<file path="src/rtl/bitcoin_pkg.sv">
// Shared types and constants for the nonce result scanner.
// The result record is RESULT_WORDS words long; REC_* give the offset of each field.
package bitcoin_pkg;
   typedef enum logic [1:0] {IDLE, READ, WRITE} state_t;

   localparam int RESULT_WORDS = 4;

   localparam logic [1:0] REC_NONCE = 2'd0;
   localparam logic [1:0] REC_HASH  = 2'd1;
   localparam logic [1:0] REC_COUNT = 2'd2;
   localparam logic [1:0] REC_MASK  = 2'd3;
endpackage

</file>
<file path="src/rtl/scan_accumulator.sv">
// Single-cycle update of the running minimum, hit count and hit mask for one h0 word.
// Only a strictly smaller word replaces the minimum, so on a tie the lowest index is kept.
module scan_accumulator (
   input  logic [31:0] word,
   input  logic [4:0]  idx,
   input  logic [31:0] target,
   input  logic        first,
   input  logic [31:0] min_in,
   input  logic [4:0]  min_idx_in,
   input  logic [5:0]  count_in,
   input  logic [31:0] mask_in,
   output logic [31:0] min_out,
   output logic [4:0]  min_idx_out,
   output logic [5:0]  count_out,
   output logic [31:0] mask_out
);
   always_comb begin
      min_out     = min_in;
      min_idx_out = min_idx_in;
      count_out   = count_in;
      mask_out    = mask_in;
      if (word < target) begin
         count_out     = count_in + 6'd1;
         mask_out[idx] = 1'b1;
      end
      if (first || (word < min_in)) begin
         min_out     = word;
         min_idx_out = idx;
      end
   end
endmodule

</file>
<file path="src/rtl/nonce_result_scanner.sv">
// Reads NUM_RESULTS h0 words, tracks the minimum hash and target hits, then writes a
// 4-word record {nonce, hash, count, mask} to result_addr.
module nonce_result_scanner
   import bitcoin_pkg::*;
#(
   parameter int          NUM_RESULTS = 16,
   parameter logic [31:0] NONCE_BASE  = 32'd0
) (
   input  logic        clk,
   input  logic        reset,
   input  logic        start,
   input  logic [15:0] hash_addr,
   input  logic [15:0] result_addr,
   input  logic [31:0] target,
   output logic        done,
   output logic        found,
   output logic [31:0] best_nonce,
   output logic [31:0] best_hash,
   output logic        mem_clk,
   output logic        mem_we,
   output logic [15:0] mem_addr,
   output logic [31:0] mem_write_data,
   input  logic [31:0] mem_read_data
);
   localparam logic [5:0] LAST_RD = 6'(NUM_RESULTS);

   state_t      state, state_nx;
   logic [5:0]  rd, rd_nx;
   logic [1:0]  wr, wr_nx;
   logic [15:0] hash_base, hash_base_nx, res_base, res_base_nx;
   logic [31:0] tgt, tgt_nx;
   logic [31:0] min_val, min_val_nx;
   logic [4:0]  min_idx, min_idx_nx;
   logic [5:0]  count, count_nx;
   logic [31:0] mask, mask_nx;
   logic        first, first_nx;
   logic        found_nx;
   logic [31:0] best_nonce_nx, best_hash_nx;

   logic [5:0]  rd_m1;
   logic [31:0] acc_min;
   logic [4:0]  acc_idx;
   logic [5:0]  acc_count;
   logic [31:0] acc_mask;

   assign mem_clk = clk;
   assign done    = (state == IDLE);
   assign rd_m1   = rd - 6'd1;

   scan_accumulator u_acc (
      .word       (mem_read_data),
      .idx        (rd_m1[4:0]),
      .target     (tgt),
      .first      (first),
      .min_in     (min_val),
      .min_idx_in (min_idx),
      .count_in   (count),
      .mask_in    (mask),
      .min_out    (acc_min),
      .min_idx_out(acc_idx),
      .count_out  (acc_count),
      .mask_out   (acc_mask)
   );

   always_ff @(posedge clk or posedge reset) begin
      if (reset) begin
         state      <= IDLE;
         rd         <= '0;
         wr         <= '0;
         hash_base  <= '0;
         res_base   <= '0;
         tgt        <= '0;
         min_val    <= '0;
         min_idx    <= '0;
         count      <= '0;
         mask       <= '0;
         first      <= 1'b0;
         found      <= 1'b0;
         best_nonce <= '0;
         best_hash  <= '0;
      end else begin
         state      <= state_nx;
         rd         <= rd_nx;
         wr         <= wr_nx;
         hash_base  <= hash_base_nx;
         res_base   <= res_base_nx;
         tgt        <= tgt_nx;
         min_val    <= min_val_nx;
         min_idx    <= min_idx_nx;
         count      <= count_nx;
         mask       <= mask_nx;
         first      <= first_nx;
         found      <= found_nx;
         best_nonce <= best_nonce_nx;
         best_hash  <= best_hash_nx;
      end
   end

   always_comb begin
      state_nx      = state;
      rd_nx         = rd;
      wr_nx         = wr;
      hash_base_nx  = hash_base;
      res_base_nx   = res_base;
      tgt_nx        = tgt;
      min_val_nx    = min_val;
      min_idx_nx    = min_idx;
      count_nx      = count;
      mask_nx       = mask;
      first_nx      = first;
      found_nx      = found;
      best_nonce_nx = best_nonce;
      best_hash_nx  = best_hash;
      case (state)
         IDLE: if (start) begin
            hash_base_nx = hash_addr;
            res_base_nx  = result_addr;
            tgt_nx       = target;
            min_val_nx   = 32'hFFFF_FFFF;
            min_idx_nx   = '0;
            count_nx     = '0;
            mask_nx      = '0;
            first_nx     = 1'b1;
            rd_nx        = '0;
            state_nx     = READ;
         end
         READ: begin
            // rd=0 only issues the first address; data for word rd-1 arrives from rd=1 on
            if (rd != 6'd0) begin
               min_val_nx = acc_min;
               min_idx_nx = acc_idx;
               count_nx   = acc_count;
               mask_nx    = acc_mask;
               first_nx   = 1'b0;
            end
            if (rd == LAST_RD) begin
               wr_nx    = '0;
               state_nx = WRITE;
            end else begin
               rd_nx = rd + 6'd1;
            end
         end
         WRITE: begin
            wr_nx = wr + 2'd1;
            if (wr == REC_MASK) begin
               found_nx      = (count != 6'd0);
               best_nonce_nx = NONCE_BASE + {27'd0, min_idx};
               best_hash_nx  = min_val;
               state_nx      = IDLE;
            end
         end
         default: state_nx = IDLE;
      endcase
   end

   always_comb begin
      mem_we         = (state == WRITE);
      mem_addr       = '0;
      mem_write_data = '0;
      if (state == READ)
         mem_addr = hash_base + {10'd0, rd};
      else if (state == WRITE) begin
         mem_addr = res_base + {14'd0, wr};
         case (wr)
            REC_NONCE: mem_write_data = NONCE_BASE + {27'd0, min_idx};
            REC_HASH:  mem_write_data = min_val;
            REC_COUNT: mem_write_data = {26'd0, count};
            default:   mem_write_data = mask;
         endcase
      end
   end
endmodule

</file>
<file path="config.mk">
export PLATFORM = sky130hd
export DESIGN_NAME = nonce_result_scanner
export DESIGN_NICKNAME = d
export VERILOG_FILES = /design/src/rtl/bitcoin_pkg.sv /design/src/rtl/scan_accumulator.sv /design/src/rtl/nonce_result_scanner.sv
export SDC_FILE = /design/constraint.sdc
export NUM_CORES = 1
export LEC_CHECK = 0
export ABC_AREA = 1
export ABC_CLOCK_PERIOD_IN_PS = 7940
export BUFFER_PORTS_ARGS = -buffer_cell sky130_fd_sc_hd__clkbuf_2
export CAP_MARGIN = 20
export CORE_MARGIN = 10
export CORE_UTILIZATION = 50
export CTS_CLUSTER_SIZE = 25
export DETAILED_ROUTE_END_ITERATION = 10
export PLACE_DENSITY = 0.71
export SKIP_CTS_REPAIR_TIMING = 1
export SLEW_MARGIN = 20
export SYNTH_ARGS = -nofsm -noshare
export SYNTH_HDL_FRONTEND = slang
export SYNTH_SLANG_ARGS = --single-unit
</file>
<file path="constraint.sdc">
create_clock -name clk -period 7.94 [get_ports clk]
set_clock_uncertainty 0.05 [all_clocks]
set_input_delay 1.588 -clock clk [delete_from_list [all_inputs] [get_ports clk]]
set_output_delay 1.588 -clock clk [all_outputs]
set_load 0.01 [all_outputs]
</file>
== Yosys cells after proc, flatten, opt, wreduce, memory -nomap -nowiden ==
Cells that the tools add are included.

* Muxes and demuxes: 34
* Equality and inequality tests: 13
* Shifts and indexed selects: 0
* Div/mod/pow operators: 0
* Reduce and logical (&&, ||, !) cells: 16
* Add/sub/neg operators: 6
* Magnitude comparators: 4
* Multipliers: 0
* Bitwise logic cells: 1

{| class="wikitable"
|+ Operators by type and width
! operator !! number
|-
| 32-bit 2-to-1 mux || 8
|-
| 32-bit one-hot mux with 2 select lines || 2
|-
| 32-bit one-hot mux with 3 select lines || 1
|-
| 32-bit < comparator || 2
|-
| 16-bit 2-to-1 mux || 2
|-
| 32-bit bitwise OR || 1
|-
| 6-bit 2-to-1 mux || 4
|-
| 6-bit one-hot mux with 2 select lines || 2
|-
| 16-bit by 2-bit adder with 16-bit output || 1
|-
| 16-bit by 6-bit adder with 16-bit output || 1
|-
| 5-bit 2-to-1 mux || 3
|-
| 6-bit by 1-bit adder with 6-bit output (second input constant) || 2
|-
| 6-bit nonzero test || 2
|-
| 5-bit one-hot mux with 2 select lines || 1
|-
| 3-bit AND reduction || 3
|-
| 2-bit 2-to-1 mux || 4
|-
| 2-bit != test (second input constant) || 4
|-
| 4-bit AND reduction || 2
|-
| 2-bit == test (second input constant) || 3
|-
| 6-bit by 5-bit == test with 1-bit output (second input constant) || 1
|-
| 5-bit by 6-bit < comparator with 1-bit output (second input constant) || 1
|-
| 2-bit by 1-bit != test with 1-bit output (second input constant) || 3
|-
| 2-bit one-hot mux with 3 select lines || 1
|-
| 2-bit AND reduction || 3
|-
| 12 further kinds || 17
|}

* Output and inout port bits: 116
* Latch bits: 0
* Bits in read-only memories: 0
* Logic and storage cells: 88
* Register bits after elaboration: 188
* Input port bits: 99
* Memories kept: 0
* Bits in writable memories: 0

== Logic depth before layout (Yosys ltp) ==
* Depth after elaboration: 9
* Gate-level depth with buffers: 18
* Mapped depth without buffers: 16

== Modules after synthesis ==
From an unflattened synthesis, not the netlist that was laid out.

* Cell total of the unflattened synthesis: 1,525
* Area, all modules: 12,200.5 um^2

{| class="wikitable"
|+ By module, submodules not included
! module !! cells an instance !! area each (um^2) !! seq. area each (um^2) !! instances
|-
| nonce_result_scanner || 966 || 9,011.1 || 4,704.5 || 1
|-
| scan_accumulator || 559 || 3,189.3 || 0.0 || 1
|}

==> metrics.cfg <==
[sta]
setup_viol=0
slew_headroom=0.271
finalHoldViolCount=0
drv_slew=0
rsz0062_at_grt=no
setup_slack_ps=1800
fin_tns_setup_ps=0
tightest_slew_ps=1090

[pwr]
p_switching_mw=0.726
leakage_nw=7.10
p_comb_frac=0.182
seqPwrFrac=0.455
vdd_ir_drop_max_mv=0.145
clkPwrFrac=0.362
p_sw_frac=0.300
powerDensity_nw_per_um2=191
internal-power_mw=1.69

[hold_path]
hold_path_class=reg -> reg

[clock_network]
ctsLongestPathBuffers=2
cts_root_buf=clkbuf_16
cts_tree=done
cts_made_buffers=17
clk_pin_slew_worst_paths_ps=70
clk_latency_ps=440
htree_levels=4

[place]
io_buffers=187
gp_congestion=0.858
dp_slack_ps=2230
place_hpwl_um=21600

[setup_path]
crit_type=clk -> out
crit_path_max_fanout=16
worstPathArrival_ps=4510
ff2ff_setup_slack_ps=4310
crit_required_ps=6300
start_kind=clock port
end_kind=primary output

[synth]
synthAdderAreaFrac=0.0932
synth_edf_count=0
synth_top_family_by_area=simple AND/OR/NAND/NOR gates
muxShareOfSynthArea=0
synthTopCellsByArea=dfrtp_1 (42%), nand2_1 (16%), ha_1 (9.0%), inv_1 (4.8%), o21ai_0 (4.7%)
synthXorXnorAreaFrac=0.00840
syn_area_per_cell_sq_um=7.67
yosys_warnings=0
synth_common_cells=nand2_1 (462), dfrtp_1 (188), inv_1 (144)
synth_top_area_frac=0.421
yosys.area_share.simple=0.256
synth_ff_type=dfrtp_1
synth-compound-area-share=0.119
synth-async-reset-ratio=1.00
yosys_register_bits=188
yosysMostFrequentCell=nand2_1
synth_area_sq_um=11200
ys_seq_area_frac=0.421
synthDistinctLibCells=38
synth.largest_area_cell=dfrtp_1
synthCells=1456

[routing]
wl_um=29900
routedWlPerCell_um=15.8
route.vias.total=9881
drt_iter0_markers=726
firstDrtPassIters=5
drc=0
vias_per_cell=5.21
antenna_left=0

[global_routing]
grt_pass1_vias=9894
grt_max_degree=120
grt_pass1_wl_um=49200
gr-total-overflow=0
antenna_found_initial=0
grtUsageTotal=0.207

[die]
rows=54
die_area_sq_um=28700
core_area_sq_um=21900
start_util=0.510
die_h_um=169
io_pins=215
die_w_um=169

[layout]
drive_gt1_frac=0.181
antenna_cells=0
fill_cells=2094
area_delta_synth_final_pct=13.5
finalNetCount=1784

[run]
maxCapViolCount=0

[outcome]
status=finished clean

## worst paths after layout
| kind | cells after the start | end | from |
|---|---|---|---|
| max | 3 | mem_clk | clk |
| max in group asynchronous | 3 | count[4]$_DFFE_PP0P_ | reset |
| min reg2reg | 2 | min_val[20]$_DFFE_PP0P_ | min_val[20]$_DFFE_PP0P_ |
| min | 2 | min_val[20]$_DFFE_PP0P_ | min_val[20]$_DFFE_PP0P_ |
| min in group asynchronous | 2 | res_base[8]$_DFFE_PP0P_ | reset |
| max reg2reg | 7 | min_val[0]$_DFFE_PP0P_ | state[1]$_DFFE_PP0P_ |
## critical path, cell delays in order
cell       delay (ps)
clkbuf_16         200
clkbuf_16         200
clkbuf_2          130
## through the flow
stage | hold slack (ps) | std cells | total power [mW] | util | cell area, sq um
CTS | 425 | 1896 | 2.45 | 0.579 | 12700
finish | 421 | 1896 | 2.42 | 0.579 | 12700
floorplan | 392 | 1482 | 1.43 | - | 11300
global route | 434 | 1896 | 2.57 | 0.579 | 12700
detailed placement | 408 | 1864 | 1.57 | 0.552 | 12100
global placement | 403 | 1864 | 1.55 | 0.552 | 12100
## cells by family (layout without fill, tap and decap cells)
group	Yosys count	count (layout)
xor gates and xnor gates	9	9
DFF	188	188
AOI/OAI and AO/OA	248	248
buffers and inverters	248	382
adders and majority gates	82	82
other	1	27
and+or+nand+nor	680	680
## flip-flops by register name (all words and copies together), names as in the netlist
signal	count
min_val	32
rd	6
best_hash	32
best_nonce	5
res_base	16
mask	32
tgt	32
hash_base	16
found	1
count	6
first	1
state	2
min_idx	5
wr	2
## routing by layer
layer,track usage,part of all wire,vias up
met5,0,0,-
met4,0.0567,0.015,0
met3,0.0470,0.064,36
met2,0.350,0.49,270
met1,0.261,0.43,4634
li1,-,-,4941
## layout make-up
class | instances | area (sq um) | area share
clock buffer | 20 | 458 | 0.0361
clock inverter | 13 | 139 | 0.0110
inverter | 155 | 589 | 0.0465
multi-input combinational | 1046 | 5450 | 0.430
sequential | 188 | 4700 | 0.371
tap | 280 | 350 | 0.0276
timing repair buffer | 194 | 991 | 0.0782
## layout by cell type (no fill, tap or decap), drive strengths merged, types with 6 or more instances in the layout
master | netlist | layout
clkbuf | 26 | 206
nor2 | 57 | 57
a22o | 6 | 6
nand2 | 466 | 466
nor3 | 15 | 15
ha | 80 | 80
nand3 | 100 | 100
nand4 | 8 | 8
conb | 1 | 27
o22ai | 31 | 31
dfrtp | 188 | 188
clkinv | 0 | 7
inv | 155 | 157
or2 | 33 | 33
a21oi | 87 | 87
o21ai | 114 | 114
buf | 67 | 8
xor2 | 7 | 7
## power by group through the flow
stage	logic (mW)	clock network (mW)	registers, mW
after global routing	0.520	0.932	1.11
after global placement	0.427	0.00760	1.11
final	0.442	0.877	1.10
after CTS	0.448	0.897	1.10
after detailed placement	0.442	0.00760	1.12
after floorplan	0.313	0.0104	1.10
Note: power is estimated with default switching activity, not from simulation.
